### src/rtl/fifo_rd_stream_adapter.sv
// rtl/fifo_rd_stream_adapter.sv - FIFO read-side pop logic feeding a 2-entry valid/ready skid buffer.
// Optional statistics counters are compiled in with `define FIFO_RD_ADAPTER_STATS_EN.
module fifo_rd_stream_adapter #(
  parameter int    DATA_WIDTH    = 8,
  parameter int    COUNT_WIDTH   = 16,
  parameter string INSTANCE_NAME = "RDADAPT0"
) (
  input  logic                   i_clk,
  input  logic                   i_rst,
  input  logic                   i_enable,
  input  logic                   i_flush,
  input  logic                   i_fifo_empty,
  input  logic [DATA_WIDTH-1:0]  i_fifo_data,
  output logic                   o_fifo_read,
  output logic                   o_valid,
  output logic [DATA_WIDTH-1:0]  o_data,
  input  logic                   i_ready,
  output logic [1:0]             o_count,
`ifdef FIFO_RD_ADAPTER_STATS_EN
  output logic [COUNT_WIDTH-1:0] o_beat_count,
  output logic [COUNT_WIDTH-1:0] o_stall_count,
`endif
  output logic                   o_idle
);

  typedef enum logic [1:0] {EMPTY = 2'd0, ONE = 2'd1, TWO = 2'd2} state_t;

  state_t                  state_q, state_d;
  logic [DATA_WIDTH-1:0]   head_q, head_d;
  logic [DATA_WIDTH-1:0]   buf1_q, buf1_d;
  logic                    push, pop;

  // Pop decision never looks at i_ready, keeping the consumer off the FIFO pointer path.
  assign o_fifo_read = !i_rst && i_enable && !i_flush && !i_fifo_empty &&
                       (state_q == EMPTY || state_q == ONE);
  assign push        = o_fifo_read;
  assign pop         = o_valid && i_ready;
  assign o_valid     = (state_q != EMPTY);
  assign o_data      = head_q;
  assign o_count     = state_q;
  assign o_idle      = (state_q == EMPTY) && i_fifo_empty;

  always_ff @(posedge i_clk or posedge i_rst) begin
    if (i_rst) begin
      state_q <= EMPTY;
      head_q  <= '0;
      buf1_q  <= '0;
    end else begin
      state_q <= state_d;
      head_q  <= head_d;
      buf1_q  <= buf1_d;
    end
  end

  always_comb begin
    state_d = state_q;
    head_d  = head_q;
    buf1_d  = buf1_q;
    if (i_flush) begin
      state_d = EMPTY;
    end else begin
      case (state_q)
        EMPTY: if (push) begin
          state_d = ONE;
          head_d  = i_fifo_data;
        end
        ONE: begin
          if (push && pop) begin
            head_d = i_fifo_data;
          end else if (push) begin
            state_d = TWO;
            buf1_d  = i_fifo_data;
          end else if (pop) begin
            state_d = EMPTY;
          end
        end
        TWO: if (pop) begin
          state_d = ONE;
          head_d  = buf1_q;
        end
        default: state_d = EMPTY;
      endcase
    end
  end

`ifdef FIFO_RD_ADAPTER_STATS_EN
  logic [COUNT_WIDTH-1:0] beat_q, stall_q;

  always_ff @(posedge i_clk or posedge i_rst) begin
    if (i_rst) begin
      beat_q  <= '0;
      stall_q <= '0;
    end else begin
      if (pop && !(&beat_q)) beat_q <= beat_q + 1'b1;
      if (o_valid && !i_ready && !(&stall_q)) stall_q <= stall_q + 1'b1;
    end
  end

  assign o_beat_count  = beat_q;
  assign o_stall_count = stall_q;
`endif

  // Simulation-only sanity checks; synthesis ignores the assertions.
  logic                  hold_q;
  logic [DATA_WIDTH-1:0] prev_data_q;

  always_ff @(posedge i_clk or posedge i_rst) begin
    if (i_rst) begin
      hold_q      <= 1'b0;
      prev_data_q <= '0;
    end else begin
      hold_q      <= o_valid && !i_ready;
      prev_data_q <= o_data;
    end
  end

  always @(posedge i_clk) begin
    if (!i_rst) begin
      assert (COUNT_WIDTH > 0)
        else $error("%s: COUNT_WIDTH must be positive", INSTANCE_NAME);
      assert (!(o_fifo_read && i_fifo_empty))
        else $error("%s: FIFO popped while empty", INSTANCE_NAME);
      assert (!hold_q || (o_data == prev_data_q))
        else $error("%s: o_data changed while stalled", INSTANCE_NAME);
    end
  end

endmodule

### config.mk
export PLATFORM = sky130hd
export DESIGN_NAME = fifo_rd_stream_adapter
export DESIGN_NICKNAME = d
export VERILOG_FILES = /design/src/rtl/fifo_rd_stream_adapter.sv
export SDC_FILE = /design/constraint.sdc
export NUM_CORES = 1
export LEC_CHECK = 0
export CAP_MARGIN = 5
export CORE_ASPECT_RATIO = 0.8
export CORE_MARGIN = 2
export CORE_UTILIZATION = 49
export CTS_BUF_LIST = sky130_fd_sc_hd__clkbuf_8 sky130_fd_sc_hd__clkbuf_16
export CTS_CLUSTER_DIAMETER = 80
export DETAILED_ROUTE_END_ITERATION = 6
export PLACE_DENSITY = 0.83
export REMOVE_ABC_BUFFERS = 1
export SYNTH_ARGS = -nofsm -noshare
export SYNTH_HDL_FRONTEND = slang
export SYNTH_SLANG_ARGS = --single-unit
### constraint.sdc
create_clock -name i_clk -period 4.1 [get_ports i_clk]
set_input_delay 0.615 -clock i_clk [delete_from_list [all_inputs] [get_ports i_clk]]
set_output_delay 0.615 -clock i_clk [all_outputs]
set_load 0.02 [all_outputs]
==> impl_metrics.tcl <==
set metrics [dict create \
    status "finished clean" \
    coreArea_um2 1690 \
    dp_hpwl_um 1340 \
    hold_ws_ns 0.501 \
    grt_pass1_vias 602 \
    die_area_um2 2230 \
    grt_max_degree 19 \
    gp_congestion 0.694 \
    ys_warn_count 0 \
    ys_ff_latch 18 \
    setup_viol_count_final 0 \
    grtUsageTotal_pct 18.8 \
    crit_path_cell_trace "clkdlybuf4s50_1 -> nor3b_4 -> and2_1 -> clkdlybuf4s50_1" \
    syn-cell-area_um2 913 \
    timing_hold_violations_final 0 \
    fin_tns_setup_ns 0 \
    holdBufCountCts 0 \
    clk_path_buf_depth 2 \
    num-nets-final 107 \
    syn_avg_cell_area_um2 14.3 \
    antenna_found_initial 0 \
    routedWlPerCell_um 16.0 \
    netlist_instances 64 \
    ir_drop_uv 274 \
    worstMarginPinSlew_ns 0.918 \
    cp.arrival_ns 2.18 \
    power_density_nw_per_um2 391 \
    htreeDepth 1 \
    portBuffers 26 \
    start_util_pct 54.0 \
    final.setup_skew_ns 0.000983 \
    drive_above_1_share_pct 33.0 \
    power.leakage_uw 0.000542 \
    yosys.area.top_type "dfrtp_1" \
    finalCritPeriodShare_pct 68.2 \
    path_max_fanout 6 \
    path_clk_slew_ns 0.06 \
    cpPeakStageDelay_ns 0.60 \
    fmax_mhz 358 \
    cp_slowest_cell "clkdlybuf4s50_1" \
    cts_sinks 18 \
    synth_top_area_share_pct 49.3 \
    slew_violations 0 \
    firstDrtPassIters 4 \
    synth_seq_area_share_pct 49.3 \
    min_period_ns 2.79 \
    clock_latency_ns 0.25 \
    relSlewSlack_pct 38.7 \
    num_vias 591 \
    postRouteAntennaNets 0 \
    numCtsBuffers 3 \
    cts_tree "done" \
    max_cap_viol_count 0 \
    end_kind "output port" \
    cts_resized 0 \
    hold_path.class "reg -> reg" \
    drc_errors 0 \
    routed_wl_um 1810 \
    io_pins 27 \
    die_h_um 42.6 \
    synth_area_leaders "dfrtp_1 49%, mux2_2 20%, mux2_4 13%" \
    worstSetupStartpointType "input port" \
    area_growth_pct 33.6 \
    diodes 0 \
    required_ns 3.48 \
    nFillCells 129 \
    via_per_inst 5.23 \
    rsz0062_at_grt "no" \
    postCtsSetupRepairBufs 0 \
    crit_top_cell "clkdlybuf4s50_1" \
    crit_type "in -> out" \
    die_w_um 52.3 \
    root_buffer "clkbuf_8" \
    ys_types 16 \
    grt_first_pass_wirelength_um 2920 \
    row_count 13 \
    drtIter0Drc 4 \
    gr-total-overflow 0 \
]
layer usage:
layer  wire length [µm]  vias up  track usage (%)
li1                   -      281                -
met1                759      279             23.5
met2                869       27             29.9
met3                138        4             5.71
met4                 40        0             8.21
met5                  0        -                0
cell usage in the layout, fill, tap and decap left out, types with 2 or more instances in the layout:
master / instances
clkdlybuf4s50_1: 26
mux2i_1: 2
clkbuf_8: 3
mux2_2: 16
nor2b_1: 3
mux2_4: 8
dfrtp_1: 18
nor2_1: 3
inv_1: 4
cell families (layout without fill, tap and decap cells):
family	after synthesis	count (layout)	share of synthesized area, %
buffers and inverters	6	33	4.11
muxes	26	26	35.1
and+or+nand+nor	11	11	8.49
DFF	18	18	49.3
AOI/OAI and AO/OA	3	3	3.01
final timing paths:
kind | start | endpoint | slack (ns) | cells past startpoint
max | i_fifo_empty | o_fifo_read | 1.31 | 4
max in group asynchronous | i_rst | o_data[0] | 2.82 | 2
min | buf1_q[0] | buf1_q[0] | 0.50 | 1
max reg2reg | o_count[0] | o_data[0] | 1.84 | 3
min reg2reg | buf1_q[0] | buf1_q[0] | 0.50 | 1
min in group asynchronous | i_rst | buf1_q[6] | 0.86 | 2
cell type report:
type                       instances  area [µm²]  area share, %
tap                               22        27.5           2.26
timing repair buffer              26         260           21.3
clock buffer                       3        41.3           3.38
inverter                           4        15.0           1.23
sequential                        18         450           36.9
multi-input combinational         40         425           34.9
through the flow:
stage	power (µW)	util [%]	area [µm²]	worst slack, ns	cells
floorplan	294	-	891	2.14	62
global placement	358	69.7	1180	1.32	110
detailed placement	363	69.7	1180	1.31	110
CTS	484	72.1	1220	1.30	113
global route	502	72.1	1220	1.27	113
finish	478	72.1	1220	1.31	113
synthesized netlist by cell type:
master,n
a32o_1,1
a32oi_1,1
and2_1,1
buf_6,2
dfrtp_1,18
inv_1,4
mux2_2,16
mux2_4,8
mux2i_1,2
nand2b_1,1
nand3_2,1
nor2_1,3
nor2b_1,3
nor3b_4,1
o32ai_1,1
or2_2,1
worst max-delay path: cells and delay by family:
kind	cells	cell delay (ns)
and+or+nand+nor	2	0.50
buffers and inverters	2	1.06
state kept, by name, summed over array words and instances (netlist names):
name and count:
buf1_q 8, o_count 2, o_data 8
report_power, final:
part	total [µW]	switching [µW]	internal [µW]	leakage, µW
Combinational	139	55.9	82.7	0.000287
Clock	119	53.5	65.1	0.0000216
Sequential	220	16.1	204	0.000233
Total	478	125	352	0.000542
Note: power is estimated with default switching activity, not from simulation.
